**src/rtl/johnson_decoder_4.sv**
```systemverilog
// Johnson-code decoder for a 4-bit Johnson counter.
// Tracks step sequence, declares lock, counts errors.
module johnson_decoder_4 #(
  parameter int LOCK_CNT = 4,
  parameter int ERR_W    = 8
) (
  input  logic             clk,
  input  logic             rst,
  input  logic [3:0]       jc_in,
  input  logic             jc_valid,
  input  logic             err_clr,
  output logic [2:0]       idx,
  output logic             idx_valid,
  output logic             illegal_code,
  output logic             seq_error,
  output logic             locked,
  output logic [ERR_W-1:0] err_count
);

  localparam logic [1:0] S_UNLOCKED = 2'd0;
  localparam logic [1:0] S_ACQUIRE  = 2'd1;
  localparam logic [1:0] S_LOCKED   = 2'd2;

  localparam logic [3:0] LOCK_TGT = 4'(LOCK_CNT);
  localparam logic [ERR_W-1:0] ERR_ONE = {{(ERR_W-1){1'b0}}, 1'b1};

  logic [1:0] state, state_n;
  logic [3:0] good, good_n;
  logic [2:0] ref_q, ref_n;
  logic [2:0] dec_idx;
  logic       dec_ok;
  logic [2:0] step;
  logic       ill_n;
  logic       seq_n;
  logic       err_ev;

  // Map the Johnson word to its ring position; flag the 8 unused codes.
  always_comb begin
    dec_ok  = 1'b1;
    dec_idx = 3'd0;
    case (jc_in)
      4'b0000: dec_idx = 3'd0;
      4'b0001: dec_idx = 3'd1;
      4'b0011: dec_idx = 3'd2;
      4'b0111: dec_idx = 3'd3;
      4'b1111: dec_idx = 3'd4;
      4'b1110: dec_idx = 3'd5;
      4'b1100: dec_idx = 3'd6;
      4'b1000: dec_idx = 3'd7;
      default: dec_ok  = 1'b0;
    endcase
  end

  // Distance moved since the reference; 3-bit wrap makes 7->0 a +1 step.
  assign step = dec_idx - ref_q;

  // Lock FSM next-state and error pulse generation.
  always_comb begin
    state_n = state;
    good_n  = good;
    ref_n   = ref_q;
    ill_n   = 1'b0;
    seq_n   = 1'b0;
    if (jc_valid) begin
      if (!dec_ok) begin
        ill_n   = 1'b1;
        state_n = S_UNLOCKED;
        good_n  = 4'd0;
        ref_n   = 3'd0;
      end else begin
        ref_n = dec_idx;
        case (state)
          S_UNLOCKED: begin
            state_n = S_ACQUIRE;
            good_n  = 4'd0;
          end
          S_ACQUIRE: begin
            if (step == 3'd1) begin
              good_n = good + 4'd1;
              if (good_n == LOCK_TGT)
                state_n = S_LOCKED;
            end else if (step != 3'd0) begin
              seq_n  = 1'b1;
              good_n = 4'd0;
            end
          end
          S_LOCKED: begin
            if (step > 3'd1) begin
              seq_n   = 1'b1;
              state_n = S_ACQUIRE;
              good_n  = 4'd0;
            end
          end
          default: begin
            state_n = S_UNLOCKED;
            good_n  = 4'd0;
          end
        endcase
      end
    end
  end

  assign err_ev = ill_n | seq_n;

  // FSM state, reference and lock-progress registers.
  always_ff @(posedge clk or posedge rst) begin
    if (rst) begin
      state <= S_UNLOCKED;
      good  <= 4'd0;
      ref_q <= 3'd0;
    end else begin
      state <= state_n;
      good  <= good_n;
      ref_q <= ref_n;
    end
  end

  // Registered decode outputs and one-cycle status pulses.
  always_ff @(posedge clk or posedge rst) begin
    if (rst) begin
      idx          <= 3'd0;
      idx_valid    <= 1'b0;
      illegal_code <= 1'b0;
      seq_error    <= 1'b0;
      locked       <= 1'b0;
    end else begin
      idx_valid    <= jc_valid & dec_ok;
      illegal_code <= ill_n;
      seq_error    <= seq_n;
      locked       <= (state_n == S_LOCKED);
      if (jc_valid && dec_ok)
        idx <= dec_idx;
    end
  end

  // Saturating error counter; a clear coinciding with an error leaves 1.
  always_ff @(posedge clk or posedge rst) begin
    if (rst) begin
      err_count <= '0;
    end else if (err_clr) begin
      err_count <= err_ev ? ERR_ONE : '0;
    end else if (err_ev && err_count != '1) begin
      err_count <= err_count + ERR_ONE;
    end
  end

endmodule

```
**config.mk**
```make
export PLATFORM = sky130hd
export DESIGN_NAME = johnson_decoder_4
export DESIGN_NICKNAME = d
export VERILOG_FILES = /design/src/rtl/johnson_decoder_4.sv
export SDC_FILE = /design/constraint.sdc
export NUM_CORES = 1
export LEC_CHECK = 0
export CORE_ASPECT_RATIO = 1.75
export CORE_MARGIN = 2
export CORE_UTILIZATION = 49
export CTS_CLUSTER_DIAMETER = 150
export CTS_CLUSTER_SIZE = 20
export DETAILED_ROUTE_END_ITERATION = 10
export HOLD_SLACK_MARGIN = 0.03
export PLACE_DENSITY_LB_ADDON = 0.25
export SLEW_MARGIN = 20
export SYNTH_ARGS = -nofsm -noshare
export SYNTH_HDL_FRONTEND = slang
export SYNTH_SLANG_ARGS = --single-unit
```
**constraint.sdc**
```tcl
create_clock -name clk -period 2.08 [get_ports clk]
set_input_delay 0.312 -clock clk [delete_from_list [all_inputs] [get_ports clk]]
set_output_delay 0.312 -clock clk [all_outputs]
set_load 0.01 [all_outputs]
```
==> impl_metrics.ini, run 1 <==
[run_status]
status = finished with violations
violations = setup timing

[setup_path]
end_kind = register
path_common_cell = buf_4
critical_path.max_fanout = 4
slowest_stage = fa_2
worstReg2RegStart = ref_q[0]
path_cells = buf_2 -> xor2_2 -> o21ai_4 -> ha_4 -> fa_2 -> xnor2_2 -> o311ai_4 -> buf_4 -> a211oi_2 -> buf_4 -> a21oi_1 -> nor4_1
slowest_delay_ps = 390
rrSetupSlack_ps = -280
cp-start-kind = input port
worstPathRequired_ps = 2240
critPathKind = in -> reg
rr_worst_depth = 9
critPathArrivalTime_ps = 2550
reg2reg_to = locked

[synthesis]
synthFlopType = dfrtp_1
synth_edf_count = 0
synth_nets = 182
yosysUniqueCellTypes = 48
synth.largest_area_cell = dfrtp_1
postSynthCellCount = 165
ys_ff_latch = 24
syn_area_um2 = 1610
yosys-top-cells-area = dfrtp_1 (37%), ha_1 (6.2%), nor2_1 (4.2%)
ys_warn_count = 0
ys_seq_area_frac = 0.373
avgSynthCellArea_um2 = 9.76
synth_top_area_share = 0.373
synthArstFlopShare = 1.00

[final_layout]
final_cell_mix = dfrtp_1 (24), buf_4 (20), clkdlybuf4s50_1 (18)
area_delta_synth_final_pct = 36.4
num_antenna_cells = 0
area.sequential_um2 = 601
final_core_util = 0.699
nNetsFinal = 224
drive_gt1_frac = 0.307
finalNonFillerCells = 248
layout_commonest_cell = dfrtp_1
fill_cells = 235
multi_input_area_um2 = 1100

[route]
wl_per_cell_um = 17.0
vias = 1450
drcViolationCount = 0
firstDrtPassIters = 5
postRouteWirelength_um = 4210
ant_nets = 0
vias_per_cell = 5.85
dr.first_iter.drc_count = 50

[clock_tree]
cts_sinks = 24
cts_tree = built
hold_buffers = 0
numCtsBuffers = 3
cts_buffer_depth = 2
h-tree-depth = 1
cts_root_buf = clkbuf_8
clk_latency_ps = 260
cts.clk_slew.worst_paths_ps = 80

[timing]
hold_ws_ps = 396
tightest_slew_ps = 490
slew_headroom = 0.672
finalSetupViolations = 15
fin_crit_sh = 1.15
final_hold_viol_count = 0
drv_slew = 0
fmax_ghz = 0.419
min_period_ps = 2390
rsz0062_at_grt = yes
skew_ps = 2.88
setup_ws_ps = -307

[global_routing]
grt_max_degree = 25
busiest_layer = met2
grt_pass1_vias = 1554
grt_use_met3 = 0.0294
grt_pass1_wl_um = 6910
grtUsageMet1 = 0.267
antenna_found_initial = 0
grt_use_total = 0.250
gr-usage-met2 = 0.458
grt_overflow = 0

[hold_path]
hp-class = in -> async

[die]
rows = 27
die_area_um2 = 3780
die_h_um = 79.8
core_area_um2 = 3140
start_util = 0.513
io_pins = 23
die_w_um = 47.3

[power_and_ir_drop]
leakagePower_nw = 0.930
ir_drop_v = 0.000406
total_power_mw = 1.32
powerDensity_nw_per_um2 = 602

[place]
dp_hpwl_um = 3070
numPortBuffers = 22
gp_routability_congestion = 0.849
dp.cells = 240

[run]
drv_cap = 0
[layout make-up]
type,instances,share of cell area
inverters,9,0.0154
repair buffers,43,0.165
multi-input cells,126,0.503
well taps,43,0.0245
clock buffers,3,0.0188
flip-flops and latches,24,0.274
[repair_timing]
item | CTS | global route
pin swaps | 20 | 7
cloned | 1 | 0
resized for setup | 25 | 8
setup endpoints to repair | 16 | 15
setup buffers | 3 | 1
[where the power goes]
| group | internal [mW] | leakage [nW] | switching [mW] |
|---|---|---|---|
| logic | 0.228 | 0.586 | 0.279 |
| registers | 0.501 | 0.322 | 0.0397 |
| clock network | 0.129 | 0.0216 | 0.143 |
| total | 0.859 | 0.930 | 0.462 |
[kinds of logic after synthesis]
group | after synthesis | synth area share
simple gates | 62 | 0.204
compound gates | 38 | 0.197
flops | 24 | 0.373
buf+inv | 16 | 0.0458
mux | 12 | 0.0839
fa+ha+maj | 9 | 0.0746
xor+xnor | 4 | 0.0218
[per-stage QoR]
step | area, µm² | setup slack, ps | setup TNS (ps)
6_report | 2200 | -307 | -3360
5_1_grt | 2200 | -373 | -4650
4_1_cts | 2150 | -291 | -2900
3_5_place_dp | 2050 | -1040 | -14400
3_3_place_gp | 2050 | -925 | -12910
2_1_floorplan | 1700 | -382 | -4340
[registers in the layout, summed over array words and instances, names as in the netlist]
name          cells
idx_valid         1
idx               3
state             2
err_count         8
good              4
locked            1
seq_error         1
illegal_code      1
ref_q             3
[routing by layer]
metal	part of all wire	up-vias
met4	0.029	0
met1	0.36	724
met5	0	-
met2	0.58	40
li1	-	676
met3	0.029	10
[cells in the mapped netlist, types with 3 or more instances]
library cell   n
o21ai_0        7
dfrtp_1       24
nand2_1       11
a211oi_1       7
mux2_1         6
clkbuf_1       3
nor2_1        18
a21oi_1        8
inv_1          9
nor2b_1        8
ha_1           8
mux2i_1        3
nand2b_1       5
nand3_1        4
[worst max-delay path by stage]
stage	start	endpoint	cells past startpoint
2_1_floorplan	jc_in[0]	err_count[2]	10
3_5_place_dp	jc_in[1]	err_count[7]	10
5_1_grt	jc_in[0]	good[3]	11
4_1_cts	ref_q[0]	err_count[7]	7
6_report	jc_in[3]	locked	12
3_3_place_gp	jc_in[0]	err_count[7]	10
[critical path: cells and delay by family]
kind	cells	cell delay, ps
adders and majority gates	2	560
buffers and inverters	3	460
xor gates and xnor gates	2	420
and+or+nand+nor	1	190
AOI/OAI and AO/OA	4	600
Power figures use the tool's default switching activity.
==> inputs of run 2 (changes only) <==
--- a/config.mk
+++ b/config.mk
@@ -17,3 +17,4 @@
 export SYNTH_ARGS = -nofsm -noshare
 export SYNTH_HDL_FRONTEND = slang
 export SYNTH_SLANG_ARGS = --single-unit
+export TNS_END_PERCENT = 30
==> impl_metrics.ini, run 2 (synthesized netlist as in run 1, its figures left out) <==
[global_routing]
grt_pass1_vias = 1491
grt_max_degree = 25
antenna_found_initial = 0
grt_pass1_wl_um = 6290
grt_use_total = 0.227
grt_overflow = 0

[power_and_ir_drop]
seq_power_share = 0.418
switching_share = 0.337
combinationalPowerShare = 0.374
clkPwrFrac = 0.208
p_int_uw = 858
ir_drop_v = 0.000497
powerDensity_nw_per_um2 = 593
power_switching_uw = 437
leakagePower_nw = 0.940

[final_layout]
final_cell_area_um2 = 2180
largest_reg_flops = 8
top_register = err_count
layout_commonest_cell = dfrtp_1
num_antenna_cells = 0
drive_gt1_frac = 0.288
final_cell_mix = dfrtp_1 (24), buf_4 (22), clkdlybuf4s50_1 (18)
reg_top3 = err_count (8), good (4)
nNetsFinal = 224
area_delta_synth_final_pct = 35.6

[setup_path]
cp-start-kind = input port
slowest_stage = fa_2
path_cells = buf_6 -> xor2_2 -> o21ai_4 -> ha_4 -> fa_2 -> xnor2_2 -> o311ai_4 -> o2111ai_4 -> a211oi_2 -> mux2_1
worstPathRequired_ps = 2230
path_delay_family = compound AO/OA/AOI/OAI gates
critPathKind = in -> reg
slowest_delay_ps = 430
end_kind = register
cp_num_buf_inv = 1
critPathArrivalTime_ps = 2480
critical_path.max_fanout = 7

[run]
drv_cap = 0

[timing]
hold_ws_ps = 395
slew_headroom = 0.638
finalSetupViolations = 15
tightest_slew_ps = 541
final_hold_viol_count = 0
drv_slew = 0
fin_crit_sh = 1.12
skew_ps = 5.65
setup_ws_ps = -251
fmax_ghz = 0.429
min_period_ps = 2330
rsz0062_at_grt = yes

[place]
dp_hpwl_um = 2960
post_dp_cell_area_um2 = 2050
gp_routability_congestion = 0.891
numPortBuffers = 22

[clock_tree]
cts_tree = built
cts_sinks = 24
cts_buffer_depth = 2
h-tree-depth = 1
cts.clk_slew.worst_paths_ps = 80
clk_latency_ps = 260
numCtsBuffers = 3
cts_root_buf = clkbuf_8

[route]
wl_per_cell_um = 15.9
postRouteWirelength_um = 3940
ant_nets = 0
vias = 1431
vias_per_cell = 5.77
drcViolationCount = 0
dr.first_iter.drc_count = 36
firstDrtPassIters = 4

[die]
core_area_um2 = 3140
start_util = 0.513
die_h_um = 79.8
io_pins = 23
die_area_um2 = 3780
die_w_um = 47.3
rows = 27

[run_status]
violations = setup timing
status = finished with violations

[hold_path]
hp-class = in -> async
[run 2: power groups by stage]
| stage | Sequential [mW] | Combinational (mW) | Clock [mW] |
|---|---|---|---|
| 3_5_place_dp | 0.548 | 0.431 | 0 |
| 3_3_place_gp | 0.545 | 0.417 | 0 |
| 4_1_cts | 0.540 | 0.444 | 0.277 |
| 5_1_grt | 0.545 | 0.523 | 0.300 |
| 6_report | 0.541 | 0.484 | 0.269 |
| 2_1_floorplan | 0.550 | 0.277 | 0 |
[run 2: what timing repair did]
action / in CTS / in global routing
hold buffers: 0 / 0
cloned: 0 / 0
pin swaps: 12 / 12
endpoints found under the setup margin: 16 / 15
setup buffers: 0 / 4
gates resized for setup: 24 / 9
[run 2: final timing paths]
path	start	endpoint	slack (ps)	depth (start not counted)
max	jc_in[0]	err_count[7]	-250	10
min reg2reg	idx[0]	idx[0]	490	2
min in group clk	idx[0]	idx[0]	490	2
max in group asynchronous	rst	seq_error	1450	3
max reg2reg	ref_q[0]	err_count[7]	-230	7
min	rst	illegal_code	400	3
[run 2: layout make-up]
type	count	area, µm²
multi-input combinational	125	1080
fill	246	958
sequential	24	601
timing repair buffer	44	378
tap	43	53.8
clock buffer	3	41.3
inverter	9	33.8
[run 2: tightest hold or removal path, cell delays in order]
cell,delay [ps]
clkdlybuf4s50_1,390
inv_1,50
buf_4,300
[run 2: metrics by stage]
step	worst slack [ps]	instances	utilization	TNS, ps	power, mW
floorplan	-382	165	-	-4420	0.827
CTS	-274	244	0.671	-2210	1.26
finish	-251	248	0.695	-2600	1.29
detailed placement	-1030	241	0.653	-14700	0.979
global route	-302	248	0.695	-3510	1.37
global placement	-935	241	0.653	-13410	0.962
[run 2: routing by layer]
| layer | wire, µm | part of all wire | track usage |
|---|---|---|---|
| met4 | 140 | 0.036 | 0.119 |
| met2 | 2200 | 0.56 | 0.403 |
| met5 | 0 | 0 | 0 |
| met3 | 94 | 0.024 | 0.0249 |
| met1 | 1500 | 0.38 | 0.242 |
==> inputs of run 3 (changes only) <==
--- a/config.mk
+++ b/config.mk
@@ -5,6 +5,7 @@
 export SDC_FILE = /design/constraint.sdc
 export NUM_CORES = 1
 export LEC_CHECK = 0
+export CAP_MARGIN = 20
 export CORE_ASPECT_RATIO = 1.75
 export CORE_MARGIN = 2
 export CORE_UTILIZATION = 49
@@ -13,6 +14,7 @@
 export DETAILED_ROUTE_END_ITERATION = 10
 export HOLD_SLACK_MARGIN = 0.03
 export PLACE_DENSITY_LB_ADDON = 0.25
+export SKIP_LAST_GASP = 1
 export SLEW_MARGIN = 20
 export SYNTH_ARGS = -nofsm -noshare
 export SYNTH_HDL_FRONTEND = slang
==> constraint.sdc (replaced) <==
create_clock -name clk -period 2.08 [get_ports clk]
set_input_delay 0.624 -clock clk [delete_from_list [all_inputs] [get_ports clk]]
set_output_delay 0.624 -clock clk [all_outputs]
set_load 0.01 [all_outputs]
==> impl_metrics.ini, run 3 (synthesized netlist as in run 1, its figures left out) <==
[setup_path]
cp-start-kind = input port
end_kind = register
critPathKind = in -> reg
critPathArrivalTime_ps = 2740
worstReg2RegStart = ref_q[0]
rrSetupSlack_ps = -230
rr_worst_depth = 7
reg2reg_to = err_count[7]
critical_path.max_fanout = 8
worstPathRequired_ps = 2230

[timing]
hold_ws_ps = 493
rsz0062_at_grt = yes
setup_ws_ps = -509
skew_ps = 6.28
drv_slew = 0
slew_headroom = 0.634
fin_crit_sh = 1.24
final_hold_viol_count = 0
min_period_ps = 2590
finalSetupViolations = 16
fmax_ghz = 0.386
tightest_slew_ps = 548

[final_layout]
fill_cells = 251
largest_reg_flops = 8
final_cell_mix = dfrtp_1 (24), buf_4 (21), clkdlybuf4s50_1 (18)
finalNonFillerCells = 247
reg_top3 = err_count (8), good (4)
nNetsFinal = 223
area_delta_synth_final_pct = 34.6
top_register = err_count
layout_commonest_cell = dfrtp_1
drive_gt1_frac = 0.289
num_antenna_cells = 0
final_cell_area_um2 = 2170

[power_and_ir_drop]
powerDensity_nw_per_um2 = 585
total_power_mw = 1.27
ir_drop_v = 0.000477
leakagePower_nw = 0.938

[run_status]
violations = setup timing
status = finished with violations

[clock_tree]
h-tree-depth = 1
cts.clk_slew.worst_paths_ps = 80
cts_tree = built
numCtsBuffers = 3
clk_latency_ps = 260
cts_sinks = 24
cts_buffer_depth = 2
cts_root_buf = clkbuf_8

[die]
die_area_um2 = 3780
core_area_um2 = 3140
die_w_um = 47.3
rows = 27
start_util = 0.513
die_h_um = 79.8
io_pins = 23

[hold_path]
hold_depth = 2
hp-class = reg -> reg
worst_hold_startpoint = idx[0]
hold_end = idx[0]

[route]
drcViolationCount = 0
vias_per_cell = 5.77
firstDrtPassIters = 4
postRouteWirelength_um = 3900
dr.first_iter.drc_count = 40
wl_per_cell_um = 15.8
vias = 1424
ant_nets = 0

[place]
dp.cells = 241
post_dp_cell_area_um2 = 2050
dp_hpwl_um = 2960
gp_routability_congestion = 0.891
numPortBuffers = 22
dp_worst_setup_slack_ps = -1340

[global_routing]
antenna_found_initial = 0
grt_max_degree = 25
grt_pass1_vias = 1482
grt_use_total = 0.229
grt_overflow = 0
grt_pass1_wl_um = 6330

[run]
drv_cap = 0
## run 3: what timing repair did
action / in CTS / in global routing
resized for setup: 30 / 4
pin swaps: 12 / 5
setup endpoints to repair: 18 / 16
endpoints found under the hold margin: 0 / 0
hold buffers: 0 / 0
setup buffers: 1 / 2
gates cloned: 0 / 0
## run 3: how the worst max path moves through the flow
stage              from           end  cells after the start
3_5_place_dp   jc_in[0]  err_count[7]                     10
4_1_cts        jc_in[3]  err_count[7]                     10
2_1_floorplan  jc_in[0]  err_count[2]                     10
3_3_place_gp   jc_in[0]  err_count[7]                     10
5_1_grt        jc_in[3]  err_count[7]                     10
6_report       jc_in[3]  err_count[7]                     10
## run 3: final cells by class
| type | instances | area [µm²] | share of cell area |
|---|---|---|---|
| multi-input cells | 125 | 1050 | 0.483 |
| flip-flops and latches | 24 | 601 | 0.277 |
| repair buffers | 43 | 390 | 0.180 |
| well taps | 43 | 53.8 | 0.0248 |
| clock buffers | 3 | 41.3 | 0.0191 |
| inverters | 9 | 33.8 | 0.0156 |
## run 3: metrics by stage
stage          TNS [ps]   util
6_report          -6470  0.690
5_1_grt           -7630  0.690
4_1_cts           -6500  0.681
3_5_place_dp     -20720  0.653
3_3_place_gp     -19220  0.653
2_1_floorplan     -9360      -
## run 3: critical path, cell delays in order
cell and delay (ps):
buf_8 100, xor2_2 160, o21ai_2 80, ha_2 180, fa_2 390, xor2_2 180, o2111ai_4 150, o2111ai_4 250
a211oi_2 280, mux2_1 350
## run 3: layer usage
layer	up-vias	global-route usage	wire (µm)
li1	668	-	-
met1	701	0.244	1480
met2	39	0.412	2170
met3	16	0.0226	105
met4	0	0.111	148
met5	-	0	0
## run 3: power breakdown
group          switching (mW)  internal, mW
combinational           0.245         0.214
sequential             0.0392         0.501
clock                   0.140         0.129
total                   0.425         0.844
